### src/rtl/pipelined_hybrid_adder.sv
// Pipelined add/subtract for the FP adder mantissa path.
// The operation is split into STAGES slices of WIDTH/STAGES bits. Each slice has its own
// register stage, and the carry moves forward one slice per cycle. The low CLA_BITS of
// slice 0 use lookahead; every other bit ripples.
// Operand bits that have not been added yet are stored in a narrower register at each
// stage, so no stage keeps bits it will not use later.
module pipelined_hybrid_adder #(
    parameter int unsigned WIDTH    = 24,
    parameter int unsigned CLA_BITS = 4,
    parameter int unsigned STAGES   = 2
) (
    input  logic             Clk,
    input  logic             Rst,
    input  logic [WIDTH-1:0] A,
    input  logic [WIDTH-1:0] B,
    input  logic             Cin,
    input  logic             Sub,
    input  logic             In_Valid,
    output logic             In_Ready,
    output logic [WIDTH-1:0] Sum,
    output logic             Cout,
    output logic             Overflow,
    output logic             Out_Valid,
    input  logic             Out_Ready
);

    localparam int unsigned SLICE = WIDTH / STAGES;

    logic [STAGES-1:0] v;      // per-stage occupancy
    logic [STAGES-1:0] adv;    // stage k hands its slot forward this edge
    logic [STAGES-1:0] free;   // stage k can take a slot this edge

    // Backpressure chain: a stage is free when it is empty or its content moves on
    always_comb begin
        adv  = '0;
        free = '0;
        adv[STAGES-1] = Out_Ready;
        for (int k = int'(STAGES) - 1; k >= 0; k--) begin
            free[k] = !v[k] || adv[k];
            if (k > 0) begin
                adv[k-1] = free[k];
            end
        end
    end

    assign In_Ready = free[0];

    for (genvar k = 0; k < STAGES; k++) begin : g_stage
        localparam int unsigned REM = WIDTH - k * SLICE;   // operand bits still to add

        logic [REM-1:0]           op_a;
        logic [REM-1:0]           op_b;
        logic                     op_c;
        logic                     op_v;
        logic [SLICE-1:0]         p;
        logic [SLICE-1:0]         g;
        logic [SLICE-1:0]         slice_sum;
        logic [SLICE:0]           cy;
        logic [(k+1)*SLICE-1:0]   sum_nxt;
        logic [(k+1)*SLICE-1:0]   s_q;
        logic                     c_q;
        logic                     v_q;

        if (k == 0) begin : g_src
            assign op_a    = A;
            assign op_b    = Sub ? ~B : B;
            assign op_c    = Sub | Cin;
            assign op_v    = In_Valid;
            assign sum_nxt = slice_sum;
        end else begin : g_src
            assign op_a    = g_stage[k-1].g_fwd.a_q;
            assign op_b    = g_stage[k-1].g_fwd.b_q;
            assign op_c    = g_stage[k-1].c_q;
            assign op_v    = v[k-1];
            assign sum_nxt = {slice_sum, g_stage[k-1].s_q};
        end

        // Slice adder: flattened lookahead carries for the low CLA_BITS of slice 0, ripple elsewhere
        always_comb begin
            logic cla;
            logic term;
            cla  = 1'b0;
            term = 1'b0;
            p    = op_a[SLICE-1:0] ^ op_b[SLICE-1:0];
            g    = op_a[SLICE-1:0] & op_b[SLICE-1:0];
            cy   = '0;
            cy[0] = op_c;
            for (int unsigned i = 0; i < SLICE; i++) begin
                if (k == 0 && i < CLA_BITS) begin
                    cla = op_c;
                    for (int unsigned j = 0; j <= i; j++) begin
                        cla = cla & p[j];
                    end
                    for (int unsigned j = 0; j <= i; j++) begin
                        term = g[j];
                        for (int unsigned m = j + 1; m <= i; m++) begin
                            term = term & p[m];
                        end
                        cla = cla | term;
                    end
                    cy[i+1] = cla;
                end else begin
                    cy[i+1] = g[i] | (p[i] & cy[i]);
                end
            end
            slice_sum = p ^ cy[SLICE-1:0];
        end

        // Stage slot: take the upstream slot whenever this stage is free
        always_ff @(posedge Clk or posedge Rst) begin
            if (Rst) begin
                v_q <= 1'b0;
                c_q <= 1'b0;
                s_q <= '0;
            end else if (free[k]) begin
                v_q <= op_v;
                if (op_v) begin
                    s_q <= sum_nxt;
                    c_q <= cy[SLICE];
                end
            end
        end

        assign v[k] = v_q;

        if (k < STAGES - 1) begin : g_fwd
            logic [REM-SLICE-1:0] a_q;
            logic [REM-SLICE-1:0] b_q;

            // Pass the operand bits that have not been added yet along with the slot
            always_ff @(posedge Clk or posedge Rst) begin
                if (Rst) begin
                    a_q <= '0;
                    b_q <= '0;
                end else if (free[k] && op_v) begin
                    a_q <= op_a[REM-1:SLICE];
                    b_q <= op_b[REM-1:SLICE];
                end
            end
        end else begin : g_last
            logic ov_q;

            // Signed overflow: operands have the same sign but the result sign differs
            always_ff @(posedge Clk or posedge Rst) begin
                if (Rst) begin
                    ov_q <= 1'b0;
                end else if (free[k] && op_v) begin
                    ov_q <= (op_a[REM-1] == op_b[REM-1]) && (slice_sum[SLICE-1] != op_a[REM-1]);
                end
            end

            assign Sum       = s_q;
            assign Cout      = c_q;
            assign Overflow  = ov_q;
            assign Out_Valid = v_q;
        end
    end

endmodule

### config.mk
export PLATFORM = sky130hd
export DESIGN_NAME = pipelined_hybrid_adder
export DESIGN_NICKNAME = d
export VERILOG_FILES = /design/src/rtl/pipelined_hybrid_adder.sv
export SDC_FILE = /design/constraint.sdc
export NUM_CORES = 1
export LEC_CHECK = 0
export ABC_AREA = 0
export BUFFER_PORTS_ARGS = -buffer_cell sky130_fd_sc_hd__buf_2
export CORE_ASPECT_RATIO = 0.75
export CORE_UTILIZATION = 45
export CTS_BUF_LIST = sky130_fd_sc_hd__clkbuf_8
export CTS_CLUSTER_DIAMETER = 40
export DETAILED_ROUTE_END_ITERATION = 16
export PLACE_DENSITY = 0.76
export SLEW_MARGIN = 10
export SYNTH_ARGS = -nofsm -noshare
export SYNTH_HDL_FRONTEND = slang
export SYNTH_SLANG_ARGS = --single-unit
### constraint.sdc
create_clock -name Clk -period 5.4 [get_ports Clk]
set_input_delay 0.81 -clock Clk [delete_from_list [all_inputs] [get_ports Clk]]
set_output_delay 0.81 -clock Clk [all_outputs]
set_load 0.02 [all_outputs]
# Word level (Yosys, flattened, before mapping)
# Cells that the tools add are included.
# word_totals
reg_bits	65
inputBits	54
word_cells	89
# op_classes
eq_ne	2
muxes	1
bitwise	68
n_reduce_logical	9
# op_table
operator	n
$xor 12x12->12	4
$or 1x1->1	31
$and 1x1->1	30
$and 12x12->12	2
$mux 24	1
$not 24->24	1
$reduce_and 2->1	2
$logic_and 1x1->1	3
$logic_not 1->1	2
$logic_or 1x1->1	2
$eq 1x1->1	1
$ne 1x1->1	1

# Depth between registers and ports, before layout
# logic_depth
word_depth	27
ltp_mapped	19

# Least setup slack after synthesis
# No wires, ideal clock.
# synth_timing
path_kind	input -> register
start	in Sub
end	reg g_stage[0].s_q[11]
setup_ns	0.125
arrival_ns	5.710
t_required_ns	5.275
path_slack_ns	-0.435
stages	18
n_path_buf	2
cell_sequence	buf_2 > buf_4 > xor2_1 > ha_1 > ha_1 > o211a_1 > o21a_1 > nor2_1 > fa_1 > fa_1 > fa_1 > fa_1 > fa_1 > fa_1 > fa_1 > inv_1 > fa_1 > mux2_2
# synth_via
elab_chain_len	25
elab_cells_between_ends	33
classes_between	1 x mux; 32 x bitwise
# synth_lines
element	line_no	text
start: declaration	17	input logic Sub,
$mux 24	66	assign op_b = Sub ? ~B : B;
$xor 12x12->12	84	p = op_a[SLICE-1:0] ^ op_b[SLICE-1:0];
$and 1x1->1 (4 in a row)	92	cla = cla & p[j];
$or 1x1->1 (4 in a row)	99	cla = cla | term;
$and 1x1->1	103	cy[i+1] = g[i] | (p[i] & cy[i]);
$or 1x1->1	103	
$and 1x1->1	103	
$or 1x1->1	103	
[... 4 more ...]	--	
$and 1x1->1	103	
$or 1x1->1	103	
$and 1x1->1	103	
$or 1x1->1	103	
$and 1x1->1	103	
$or 1x1->1	103	
$xor 12x12->12 (*)	106	slice_sum = p ^ cy[SLICE-1:0];
net g_stage[0].slice_sum[11]	57	logic [SLICE-1:0] slice_sum;
end signal: assignment	118	s_q <= sum_nxt;
end: declaration	60	logic [(k+1)*SLICE-1:0] s_q;
# Mark *: on every way through the listed nets, which the timed path passes. The rest lies on a longest branch.
# A chain may end at the register's enable or synchronous reset.

# Final worst setup path
# layout_timing
start	reg g_stage[0].c_q
end	reg g_stage[1].g_last.ov_q (netlist: Overflow)
# layout_via
elab_chain_len	25
# layout_lines
element	line_no	text
start: declaration	61	logic c_q;
start signal: assignment	119	c_q <= cy[SLICE];
$and 1x1->1	103	
$or 1x1->1	103	
$and 1x1->1	103	
$or 1x1->1	103	
$and 1x1->1	103	
$or 1x1->1	103	
$and 1x1->1	103	
$or 1x1->1	103	
[... 9 more ...]	--	
$or 1x1->1	103	
$and 1x1->1	103	
$or 1x1->1	103	
$and 1x1->1	103	
$or 1x1->1	103	
$xor 12x12->12	106	
$ne 1x1->1	148	ov_q <= (op_a[REM-1] == op_b[REM-1]) && (slice_sum[SLICE-1] != op_a[REM-1]);
$logic_and 1x1->1	148	
end signal: assignment	148	
end: declaration	141	logic ov_q;
# No other way between the ends.

==> results by group <==
Outcome
  – Outcome: completed

Die
  – Die span in y: 76.5 um
  – Die W: 101 um
  – Core ar.: 0.00699 sq mm
  – Rows: 26
  – Die ar.: 0.00775 sq mm
  – I/O pins: 82
  – Initial Utilization: 47.6%

Synth
  – Post-synth top area cell: dfrtp_1
  – Netlist cell types: 33
  – Avg Inst Size Synth: 12.8 sq um
  – Ys async rst share: 100%
  – Largest cells by area after synthesis: dfrtp_1 (49%), fa_1 (13%), mux2_2 (9.5%), o21ai_0 (6.3%), xnor2_1 (4.7%)
  – Synthesized net count: 341
  – Number of synthesized flops with an enable pin: 0
  – Synthesis Warnings: 0
  – Most common flop cell mapped by yosys: dfrtp_1
  – Synthesized netlist cell count: 260
  – Register area share after synthesis: 48.9%
  – Synth top area share: 48.9%
  – #FFs+latches synth: 65
  – Mapped Area: 0.00333 sq mm

Power and ir drop
  – Max IR drop VDD: 205 uV
  – Sequential Power Share: 41.9%
  – Logic pwr share: 33.2%
  – Switch Pwr: 0.000568 W
  – Sw Ratio: 33.3%
  – Pint: 0.00114 W
  – Clock network fraction of total power: 24.9%
  – Pleak: 1.96 nW
  – Power Dens Cells: 416 mW/mm^2

Cells and area
  – Fin nets: 431
  – Util after Layout: 58.7%
  – Ant. Diodes: 0
  – Finished Cell Area: 0.00411 sq mm
  – Area grow syn2layout: 23.4%
  – Layout cell share with drive strength beyond 1: 46.2%
  – Filler cell count: 580
  – Final Non-Filler Cells: 453

Timing
  – Achievable clock frequency: 191 MHz
  – Final period util: 96.8%
  – Final count of hold timing violations: 0
  – Worst slew margin: 45.1%
  – Setup TNS: 0 ps
  – Clock skew: 6.56 ps
  – RSZ-0062 raised after global routing: false
  – Worst-Margin Slew: 824 ps
  – Slew Limit Fails: 0
  – Fin crit period: 5230 ps
  – Setup Viol. Count Final: 0

Placed design
  – Port Buffer Count: 81
  – DP HPWL: 4740 um
  – Placed cell areas: 0.00387 sq mm
  – RePlAce Congestion: 0.815
  – DP Cell Count: 436

Worst setup path
  – WP data arrival: 5490 ps
  – Worst Path Max Fanout: 2
  – WS Path Type: reg2reg
  – Startpoint types: register
  – Element type at the critical path end: register
  – CP required: 5670 ps
  – Reg2Reg Depth: 18

Clocking
  – CTS tree: done
  – Total CTS buffers: 9
  – CTS Hold Buffers Added: 0
  – Clk_lat worst skew: 340 ps
  – Longest Clk Path Bufs: 2
  – H-tree depth: 3
  – Root Buffer: clkbuf_8
  – Clock transition at path regs: 70 ps
  – Sink Count: 65

Route
  – Drt drc: 0
  – Drt first pass iters: 4
  – WL per Instance: 15.0 um
  – Final wirelength: 6800 um
  – Vias: 2233
  – DR iter-0 viols: 58
  – DR vias/cell: 4.93
  – Post-DRT Antenna Nets: 0

Global routing
  – Initial antenna violation count: 0
  – First-pass GRT wire length: 11300 um
  – Largest net degree at the start of global routing: 66
  – Grt total ovfl: 0
  – Overall routing resource usage: 19.5%
  – Number of global-route vias before repair: 2284

Run
  – Maximum Capacitance Violations: 0

Min path
  – HP Class: reg2reg
  – Hold Crit Depth: 1
[placed cells by master (no fill, tap or decap), types with 3 or more instances in the layout]
cell / count
inv_2: 5
xnor2_1: 18
mux2_4: 5
fa_2: 14
fa_1: 7
ha_1: 6
buf_2: 81
o21ai_1: 3
mux2_2: 28
o21ai_0: 42
dfrtp_1: 65
inv_1: 20
xor2_1: 8
buf_4: 11
clkbuf_8: 12
mux2i_1: 3
nand3_1: 6
[final cells by class]
cell class                 instances  area, sq um  area share, %
clock inverter                     4         42.5           1.04
clock buffer                      12          165           4.02
multi-input combinational        158         1570           38.2
sequential                        65         1630           39.6
timing repair buffer              92          488           11.9
tap                               98          123           2.98
inverter                          24         92.6           2.25
[synth_stat cells, types with 2 or more instances]
library cell and instances:
xor2_1 8, buf_4 3, ha_1 6, fa_1 21, inv_1 22, buf_2 5, mux2_2 28, clkbuf_1 4
nand3_1 6, mux2i_1 3, nand2_1 2, o21ai_1 3, xnor2_1 18, mux2_4 5, nand2b_1 2, o21a_1 2
o21ai_0 42, dfrtp_1 65
[repair_timing]
action,CTS,global route
gates resized for setup,5,6
endpoints found under the setup margin,1,2
pin swaps,2,2
buffers inserted,1,0
[metal layers]
layer	part of all wire [%]	vias to the layer above	global-route usage, %
met5	0	-	0
met4	0.84	0	5.07
met3	5.0	6	6.24
met2	47	67	29.4
met1	47	1118	27.2
li1	-	1042	-
[per-stage QoR]
stage	hold slack (ps)	setup slack [ps]	total power [W]
4_1_cts	505	0.869	0.00172
3_5_place_dp	492	-218	0.00129
2_1_floorplan	467	-78.7	0.00109
5_1_grt	522	17.2	0.00182
6_report	496	173	0.00171
3_3_place_gp	482	-70.4	0.00126
[critical path, cell delays in order (launching register included)]
cell and delay (ps):
dfrtp_1 380, inv_2 70, fa_2 200, inv_1 60
fa_1 380, fa_2 360, fa_2 350, fa_2 350
fa_2 340, fa_2 340, fa_2 340, fa_2 340
fa_1 380, fa_1 360, inv_1 70, fa_1 440
xnor2_1 160, nand3_1 90, o2bb2ai_1 130
[worst paths after layout]
check                                  start           endpoint  slack [ps]
min                        g_stage[0].s_q[4]             Sum[4]         500
max in group asynchronous                Rst  g_stage[0].s_q[4]        4140
min in group asynchronous                Rst             Sum[6]         710
max                           g_stage[0].c_q           Overflow         170
max reg2reg                   g_stage[0].c_q           Overflow         170
min reg2reg                g_stage[0].s_q[4]             Sum[4]         500
[cells by family after synthesis]
| logic type | count (synthesis) | share of synthesized area, % |
|---|---|---|
| muxes | 36 | 12.6 |
| buffers and inverters | 37 | 5.00 |
| and+or+nand+nor | 16 | 2.86 |
| AOI/OAI and AO/OA | 53 | 8.94 |
| adders and majority gates | 27 | 14.9 |
| xor gates and xnor gates | 26 | 6.84 |
| DFF | 65 | 48.9 |
[flip-flops by register name, summed over array words and instances, names as in the netlist]
signal / count
Cout: 1
Out_Valid: 1
Overflow: 1
Sum: 24
g_stage.c_q: 1
g_stage.g_fwd.a_q: 12
g_stage.g_fwd.b_q: 12
g_stage.s_q: 12
g_stage.v_q: 1
[power by group through the flow]
stage	Sequential, W	Clock, W	Combinational, W
4_1_cts	0.000715	0.000435	0.000575
6_report	0.000716	0.000424	0.000568
3_5_place_dp	0.000722	0	0.000564
2_1_floorplan	0.000817	0	0.000270
3_3_place_gp	0.000715	0	0.000544
5_1_grt	0.000733	0.000461	0.000630
Note: power is estimated with default switching activity, not from simulation.
